**src/rtl/decoder_scan_sequencer_if.sv**
```systemverilog
// Select/enable bundle between the scan control logic and the sequencer that
// drives the 3-to-8 decoder; the master drives the controls, the slave drives the decoder lines.
interface decoder_scan_sequencer_if #(
  parameter int DWELL_W = 8
);
  logic               start;
  logic               stop;
  logic               loop;
  logic [DWELL_W-1:0] dwell;
  logic               A;
  logic               B;
  logic               C;
  logic               en;
  logic               step;
  logic               busy;
  logic               done;

  modport master (
    output start, stop, loop, dwell,
    input  A, B, C, en, step, busy, done
  );

  modport slave (
    input  start, stop, loop, dwell,
    output A, B, C, en, step, busy, done
  );
endinterface

```
**src/rtl/decoder_scan_sequencer.sv**
```systemverilog
// Steps the decoder select {A,B,C} through codes 0..7, each held for a latched dwell count.
// All outputs come straight from flops; the first code appears one cycle after start is sampled.
module decoder_scan_sequencer #(
  parameter int DWELL_W = 8
) (
  input  logic                     clk,
  input  logic                     rst_n,
  decoder_scan_sequencer_if.slave  sif
);

  localparam logic [1:0] S_IDLE = 2'd0;
  localparam logic [1:0] S_RUN  = 2'd1;
  localparam logic [1:0] S_DONE = 2'd2;

  logic [1:0]         state_q, state_d;
  logic [2:0]         addr_q,  addr_d;
  logic [DWELL_W-1:0] cnt_q,   cnt_d;
  logic [DWELL_W-1:0] dwell_q, dwell_d;
  logic               loop_q,  loop_d;
  logic               en_q,    en_d;
  logic               busy_q,  busy_d;
  logic               step_q,  step_d;
  logic               done_q,  done_d;
  logic [DWELL_W-1:0] dwell_eff;

  assign dwell_eff = (sif.dwell == '0) ? DWELL_W'(1) : sif.dwell;

  always_comb begin
    state_d = state_q;
    addr_d  = addr_q;
    cnt_d   = cnt_q;
    dwell_d = dwell_q;
    loop_d  = loop_q;
    en_d    = en_q;
    busy_d  = busy_q;
    step_d  = 1'b0;
    done_d  = 1'b0;
    case (state_q)
      S_IDLE: begin
        if (sif.start && !sif.stop) begin
          state_d = S_RUN;
          dwell_d = dwell_eff;
          loop_d  = sif.loop;
          cnt_d   = dwell_eff - DWELL_W'(1);
          addr_d  = 3'd0;
          en_d    = 1'b1;
          busy_d  = 1'b1;
          step_d  = 1'b1;
        end
      end
      S_RUN: begin
        if (sif.stop) begin
          state_d = S_IDLE;
          addr_d  = 3'd0;
          en_d    = 1'b0;
          busy_d  = 1'b0;
        end else if (cnt_q != '0) begin
          cnt_d = cnt_q - DWELL_W'(1);
        end else if (addr_q != 3'd7 || loop_q) begin
          // 7 -> 0 wrap in loop mode falls out of the 3-bit increment
          addr_d = addr_q + 3'd1;
          cnt_d  = dwell_q - DWELL_W'(1);
          step_d = 1'b1;
        end else begin
          state_d = S_DONE;
          addr_d  = 3'd0;
          en_d    = 1'b0;
          busy_d  = 1'b0;
          done_d  = 1'b1;
        end
      end
      S_DONE: begin
        state_d = S_IDLE;
      end
      default: begin
        state_d = S_IDLE;
        addr_d  = 3'd0;
        en_d    = 1'b0;
        busy_d  = 1'b0;
      end
    endcase
  end

  always_ff @(posedge clk or negedge rst_n) begin
    if (!rst_n) begin
      state_q <= S_IDLE;
      addr_q  <= 3'd0;
      cnt_q   <= '0;
      dwell_q <= DWELL_W'(1);
      loop_q  <= 1'b0;
      en_q    <= 1'b0;
      busy_q  <= 1'b0;
      step_q  <= 1'b0;
      done_q  <= 1'b0;
    end else begin
      state_q <= state_d;
      addr_q  <= addr_d;
      cnt_q   <= cnt_d;
      dwell_q <= dwell_d;
      loop_q  <= loop_d;
      en_q    <= en_d;
      busy_q  <= busy_d;
      step_q  <= step_d;
      done_q  <= done_d;
    end
  end

  assign sif.A    = addr_q[2];
  assign sif.B    = addr_q[1];
  assign sif.C    = addr_q[0];
  assign sif.en   = en_q;
  assign sif.busy = busy_q;
  assign sif.step = step_q;
  assign sif.done = done_q;

endmodule
```
**src/flat_wrapper.sv**
```systemverilog
// flat-port wrapper written by rule: the top's interface ports become plain ports
module decoder_scan_sequencer_flat 
#(
  parameter int DWELL_W = 8
)
  (clk, rst_n, sif_start, sif_stop, sif_loop, sif_dwell, sif_A, sif_B, sif_C, sif_en, sif_step, sif_busy, sif_done);
  decoder_scan_sequencer_if #(.DWELL_W(DWELL_W)) sif_i ();
  input  logic clk;
  input  logic rst_n;
  input wire logic [$bits(sif_i.start)-1:0] sif_start;
  input wire logic [$bits(sif_i.stop)-1:0] sif_stop;
  input wire logic [$bits(sif_i.loop)-1:0] sif_loop;
  input wire logic [$bits(sif_i.dwell)-1:0] sif_dwell;
  output wire logic [$bits(sif_i.A)-1:0] sif_A;
  output wire logic [$bits(sif_i.B)-1:0] sif_B;
  output wire logic [$bits(sif_i.C)-1:0] sif_C;
  output wire logic [$bits(sif_i.en)-1:0] sif_en;
  output wire logic [$bits(sif_i.step)-1:0] sif_step;
  output wire logic [$bits(sif_i.busy)-1:0] sif_busy;
  output wire logic [$bits(sif_i.done)-1:0] sif_done;
  assign sif_i.start = sif_start;
  assign sif_i.stop = sif_stop;
  assign sif_i.loop = sif_loop;
  assign sif_i.dwell = sif_dwell;
  assign sif_A = sif_i.A;
  assign sif_B = sif_i.B;
  assign sif_C = sif_i.C;
  assign sif_en = sif_i.en;
  assign sif_step = sif_i.step;
  assign sif_busy = sif_i.busy;
  assign sif_done = sif_i.done;
  decoder_scan_sequencer #(.DWELL_W(DWELL_W)) u_core (.clk(clk), .rst_n(rst_n), .sif(sif_i));
endmodule
```
**config.mk**
```make
export PLATFORM = sky130hd
export DESIGN_NAME = decoder_scan_sequencer_flat
export DESIGN_NICKNAME = d
export VERILOG_FILES = /design/src/rtl/decoder_scan_sequencer_if.sv /design/src/rtl/decoder_scan_sequencer.sv /design/src/flat_wrapper.sv
export SDC_FILE = /design/constraint.sdc
export NUM_CORES = 1
export LEC_CHECK = 0
export CAP_MARGIN = 20
export CORE_MARGIN = 5
export CORE_UTILIZATION = 55
export CTS_BUF_LIST = sky130_fd_sc_hd__clkbuf_4
export DETAILED_ROUTE_END_ITERATION = 8
export HOLD_SLACK_MARGIN = 0.12
export PLACE_DENSITY_LB_ADDON = 0.25
export SLEW_MARGIN = 20
export SYNTH_ARGS = -nofsm -noshare
export SYNTH_HDL_FRONTEND = slang
export SYNTH_SLANG_ARGS = --single-unit
export TNS_END_PERCENT = 10
```
**constraint.sdc**
```tcl
create_clock -name clk -period 5.9 [get_ports clk]
set_input_delay 0.885 -clock clk [delete_from_list [all_inputs] [get_ports clk]]
set_output_delay 0.885 -clock clk [all_outputs]
set_load 0.05 [all_outputs]
```
==> metrics.txt <==
# TYPE chip_impl_metric gauge
chip_impl_metric{name="cap_viol_max_count",unit=""} 0
chip_impl_metric{name="pwr_density_cell",unit="nW/um^2"} 306
chip_impl_info{name="clock_tree_from_tritoncts",value="yes"} 1
chip_impl_metric{name="grt_first_pass_wirelength",unit="mm"} 4.96
chip_impl_metric{name="hold_viol_final",unit=""} 0
chip_impl_metric{name="synth.lib_cells_used.distinct",unit=""} 43
chip_impl_info{name="cells_traversed_along_the_worst_timing_path",value="nor4_2 -> nand3_1 -> a22oi_2 -> inv_1 -> ha_1 -> nand3_1 -> o2bb2ai_1 -> o21a_1 -> o32a_1"} 1
chip_impl_info{name="crit_family",value="simple AND/OR/NAND/NOR gates"} 1
chip_impl_metric{name="htree_num_levels",unit=""} 1
chip_impl_metric{name="synth-seq-area-share",unit=""} 0.445
chip_impl_metric{name="worst_slew_margin_rel",unit=""} 0.310
chip_impl_metric{name="worstSkewPairLatency",unit="ns"} 0.32
chip_impl_info{name="postSynth.topFlopCell",value="sky130_fd_sc_hd__dfrtp_1"} 1
chip_impl_metric{name="routabilityCongestion",unit=""} 0.905
chip_impl_metric{name="overflow",unit=""} 0
chip_impl_metric{name="antenna_found_initial",unit=""} 0
chip_impl_metric{name="die_area",unit="sq um"} 3670
chip_impl_info{name="critical_path.endpoint_type",value="register"} 1
chip_impl_metric{name="io_pins",unit=""} 20
chip_impl_info{name="status",value="finished, final reports clean"} 1
chip_impl_info{name="critical_path.startpoint_type",value="register"} 1
chip_impl_metric{name="share_of_flip_flops_with_an_asynchronous_set_or_reset_after_synthesis",unit=""} 1.00
chip_impl_metric{name="number_of_global_route_vias_before_repair",unit=""} 1078
chip_impl_metric{name="worst-endpoint-required",unit="ns"} 6.13
chip_impl_metric{name="r2r.worst_path.cells",unit=""} 9
chip_impl_metric{name="drcViolationCount",unit=""} 0
chip_impl_info{name="yosys.cell_count.top_type",value="sky130_fd_sc_hd__dfrtp_1"} 1
chip_impl_metric{name="vias_per_cell",unit=""} 5.97
chip_impl_metric{name="synthesis.instances",unit=""} 141
chip_impl_metric{name="fin_setup_tns",unit="ns"} 0
chip_impl_metric{name="placementRows",unit=""} 18
chip_impl_metric{name="ir_worst_vdd",unit="V"} 0.000195
chip_impl_metric{name="drt_first_pass_iters",unit=""} 4
chip_impl_metric{name="antenna_cells",unit=""} 0
chip_impl_metric{name="power.share.combinational",unit=""} 0.336
chip_impl_metric{name="yosys_register_bits",unit=""} 25
chip_impl_metric{name="cts_post_setup_buffers_inserted",unit=""} 0
chip_impl_metric{name="routed_wl",unit="mm"} 2.99
chip_impl_metric{name="critPathMaxStageDelay",unit="ns"} 0.90
chip_impl_metric{name="cts.sinks",unit=""} 25
chip_impl_metric{name="rrSetupSlack",unit="ns"} 2.96
chip_impl_info{name="clock-root-buffer",value="sky130_fd_sc_hd__clkbuf_4"} 1
chip_impl_info{name="post_synth_main_area_contributors",value="sky130_fd_sc_hd__dfrtp_1 (43%), sky130_fd_sc_hd__mux2_2 (5.6%), sky130_fd_sc_hd__o21ai_0 (4.3%)"} 1
chip_impl_metric{name="final_layout_size_suffix_gt1_frac",unit=""} 0.151
chip_impl_metric{name="drv_slew",unit=""} 0
chip_impl_metric{name="synth_enable_flop_cells",unit=""} 0
chip_impl_metric{name="critical_path_arrival",unit="ns"} 3.16
chip_impl_metric{name="buffer_ports.inserted",unit=""} 19
chip_impl_metric{name="report.final.setup_viol",unit=""} 0
chip_impl_metric{name="sw_frac_of_total",unit=""} 0.387
chip_impl_metric{name="detailroute.via_count",unit=""} 1129
chip_impl_metric{name="wirelength_per_cell",unit="um"} 15.8
chip_impl_metric{name="fill_cells",unit=""} 203
chip_impl_metric{name="clk_pin_slew_worst_paths",unit="ns"} 0.15
chip_impl_metric{name="worst-path-stages",unit=""} 9
chip_impl_metric{name="fp.dieH",unit="um"} 60.6
chip_impl_metric{name="initial_core_util",unit=""} 0.574
chip_impl_metric{name="place_inst",unit=""} 185
chip_impl_info{name="setup.worst_path.end",value="u_core.cnt_q[4]"} 1
chip_impl_info{name="crit_top_cell",value="sky130_fd_sc_hd__nand3_1"} 1
chip_impl_metric{name="yosysTopAreaCellShare",unit=""} 0.426
chip_impl_metric{name="clk_path_buf_depth",unit=""} 2
chip_impl_metric{name="gr-usage-all-layers",unit=""} 0.184
chip_impl_metric{name="netSwitchingPower",unit="W"} 0.000194
chip_impl_metric{name="postSynthNetCount",unit=""} 157
chip_impl_metric{name="period_utilization_post_route",unit=""} 0.497
chip_impl_info{name="timing.hold.worst.class",value="in2async"} 1
chip_impl_metric{name="ys_warn_count",unit=""} 0
chip_impl_metric{name="crit_fanout",unit=""} 11
chip_impl_metric{name="max_freq",unit="MHz"} 341
chip_impl_info{name="critical-path-slowest-cell",value="sky130_fd_sc_hd__nor4_2"} 1
chip_impl_metric{name="pwr-share-seq",unit=""} 0.498
chip_impl_metric{name="critPathBufInv",unit=""} 1
chip_impl_info{name="synth_top_area_cell",value="sky130_fd_sc_hd__dfrtp_1"} 1
chip_impl_metric{name="floorplan.die.width",unit="um"} 60.6
chip_impl_metric{name="cts_repair_resize_count",unit=""} 0
chip_impl_metric{name="postRouteAntennaNets",unit=""} 0
chip_impl_info{name="rsz0062_at_grt",value="false"} 1
chip_impl_metric{name="finalCoreUtilization",unit=""} 0.666
chip_impl_info{name="yosys-top-cells-count",value="sky130_fd_sc_hd__dfrtp_1 (24), sky130_fd_sc_hd__nand2_1 (16), sky130_fd_sc_hd__o21ai_0 (12)"} 1
chip_impl_info{name="crit-reg2reg-launch",value="u_core.cnt_q[5]"} 1
chip_impl_metric{name="layout_min_cycle_time",unit="ns"} 2.94
chip_impl_info{name="timing_worst_setup_path_type",value="reg2reg"} 1
chip_impl_info{name="r2r_end",value="u_core.cnt_q[4]"} 1
chip_impl_metric{name="numCtsBuffers",unit=""} 3
chip_impl_metric{name="syn_to_final_growth",unit="%"} 16.0
chip_impl_metric{name="power_report.internal_total",unit="W"} 0.000306
chip_impl_metric{name="grt_start_max_net_pins",unit=""} 26
chip_impl_metric{name="post_synth_instance_area",unit="sq um"} 1410
chip_impl_info{name="timing.critical_path.from",value="u_core.cnt_q[5]"} 1
chip_impl_metric{name="post_cts_hold_buffer_count",unit=""} 0
chip_impl_metric{name="design.final.nets",unit=""} 176
chip_impl_metric{name="leakage_power",unit="nW"} 0.674
chip_impl_metric{name="stdcell_count",unit=""} 189
chip_impl_metric{name="fin_hold_ws",unit="ns"} 0.518
chip_impl_metric{name="power.share.clock",unit=""} 0.166
chip_impl_metric{name="core-area",unit="sq um"} 2450
chip_impl_metric{name="finalClockSkew",unit="ns"} 0.00224
chip_impl_metric{name="drtIter0Drc",unit=""} 18
chip_impl_metric{name="postSynthAreaPerCell",unit="sq um"} 9.99
chip_impl_metric{name="tightestPinTransition",unit="ns"} 1.03
chip_impl_metric{name="detailed_place_hpwl",unit="mm"} 2.24
-- worst reg2reg max path, delay by kind of cell, from the launching register on --
family                   cells  cell delay (ns)
AO/OA/AOI/OAI                4             0.82
adder cells (fa/ha/maj)      1             0.24
buffers and inverters        1             0.08
flip-flops                   1             0.43
AND/OR/NAND/NOR              3             1.25
-- logic make-up after synthesis --
group | after synthesis | synth area share
simple gates | 53 | 0.222
fa+ha+maj | 3 | 0.0266
buf+inv | 10 | 0.0364
xor+xnor | 4 | 0.0249
compound gates | 38 | 0.182
flops | 25 | 0.445
mux | 8 | 0.0631
-- area by class of cell --
class	instances	area (sq um)	area share
multi-input cells	106	731	0.447
flip-flops and latches	25	627	0.384
repair buffers	20	193	0.118
well taps	30	37.5	0.0230
clock buffers	3	22.5	0.0138
inverters	4	15.0	0.00919
clock inverters	1	8.76	0.00536
-- placed cells by master (no fill, tap or decap), types with 2 or more instances in the layout --
| cell type | instances |
|---|---|
| sky130_fd_sc_hd__nor3_1 | 4 |
| sky130_fd_sc_hd__and2_1 | 2 |
| sky130_fd_sc_hd__xnor2_1 | 4 |
| sky130_fd_sc_hd__nand3_1 | 3 |
| sky130_fd_sc_hd__inv_1 | 4 |
| sky130_fd_sc_hd__nand2b_1 | 4 |
| sky130_fd_sc_hd__clkbuf_4 | 3 |
| sky130_fd_sc_hd__o21ai_1 | 2 |
| sky130_fd_sc_hd__a21oi_1 | 6 |
| sky130_fd_sc_hd__nor2_1 | 11 |
| sky130_fd_sc_hd__nor4_4 | 2 |
| sky130_fd_sc_hd__mux2_2 | 7 |
| sky130_fd_sc_hd__clkdlybuf4s50_1 | 18 |
| sky130_fd_sc_hd__dfrtp_1 | 24 |
| sky130_fd_sc_hd__a31oi_1 | 5 |
| sky130_fd_sc_hd__ha_1 | 3 |
| sky130_fd_sc_hd__nand2_1 | 16 |
| sky130_fd_sc_hd__o21ai_0 | 12 |
| sky130_fd_sc_hd__and3_1 | 2 |
| sky130_fd_sc_hd__nor4_1 | 2 |
-- power by group through the flow --
stage,registers [W],clock network [W],logic [W]
after floorplan,0.000254,0,0.000118
after global placement,0.000250,0,0.000166
after detailed placement,0.000252,0,0.000168
after CTS,0.000248,0.0000870,0.000169
after global routing,0.000254,0.0000938,0.000184
final,0.000249,0.0000832,0.000168
-- worst min-delay path by stage --
stage | end | slack, ns | cells past startpoint
2_1_floorplan | u_core.loop_q | 0.47 | 1
3_3_place_gp | u_core.addr_q[2] | 0.49 | 2
3_5_place_dp | u_core.dwell_q[0] | 0.49 | 2
4_1_cts | u_core.dwell_q[0] | 0.52 | 2
5_1_grt | u_core.dwell_q[0] | 0.53 | 2
6_report | u_core.sif.step | 0.52 | 1
-- state kept, by name, indices dropped and copies added, names as in the netlist --
name             flops
u_core.cnt_q         8
u_core.state_q       2
u_core.sif.en        1
u_core.sif.done      1
u_core.sif.step      1
u_core.loop_q        1
u_core.addr_q        3
u_core.dwell_q       8
-- routing by layer --
metal | global-route usage | share of wire | vias to the layer above
met5 | 0 | 0 | -
met4 | 0.0836 | 0.010 | 0
met2 | 0.275 | 0.46 | 22
met1 | 0.261 | 0.47 | 552
li1 | - | - | 553
met3 | 0.0362 | 0.052 | 2
-- stage by stage --
step | setup WS [ns] | power [W] | instance area, sq um
after global routing | 2.76 | 0.000532 | 1630
after global placement | 2.96 | 0.000416 | 1610
after floorplan | 3.56 | 0.000372 | 1410
after CTS | 2.99 | 0.000504 | 1640
final | 2.96 | 0.000500 | 1630
after detailed placement | 2.90 | 0.000420 | 1610
Note: power is estimated with default switching activity, not from simulation.
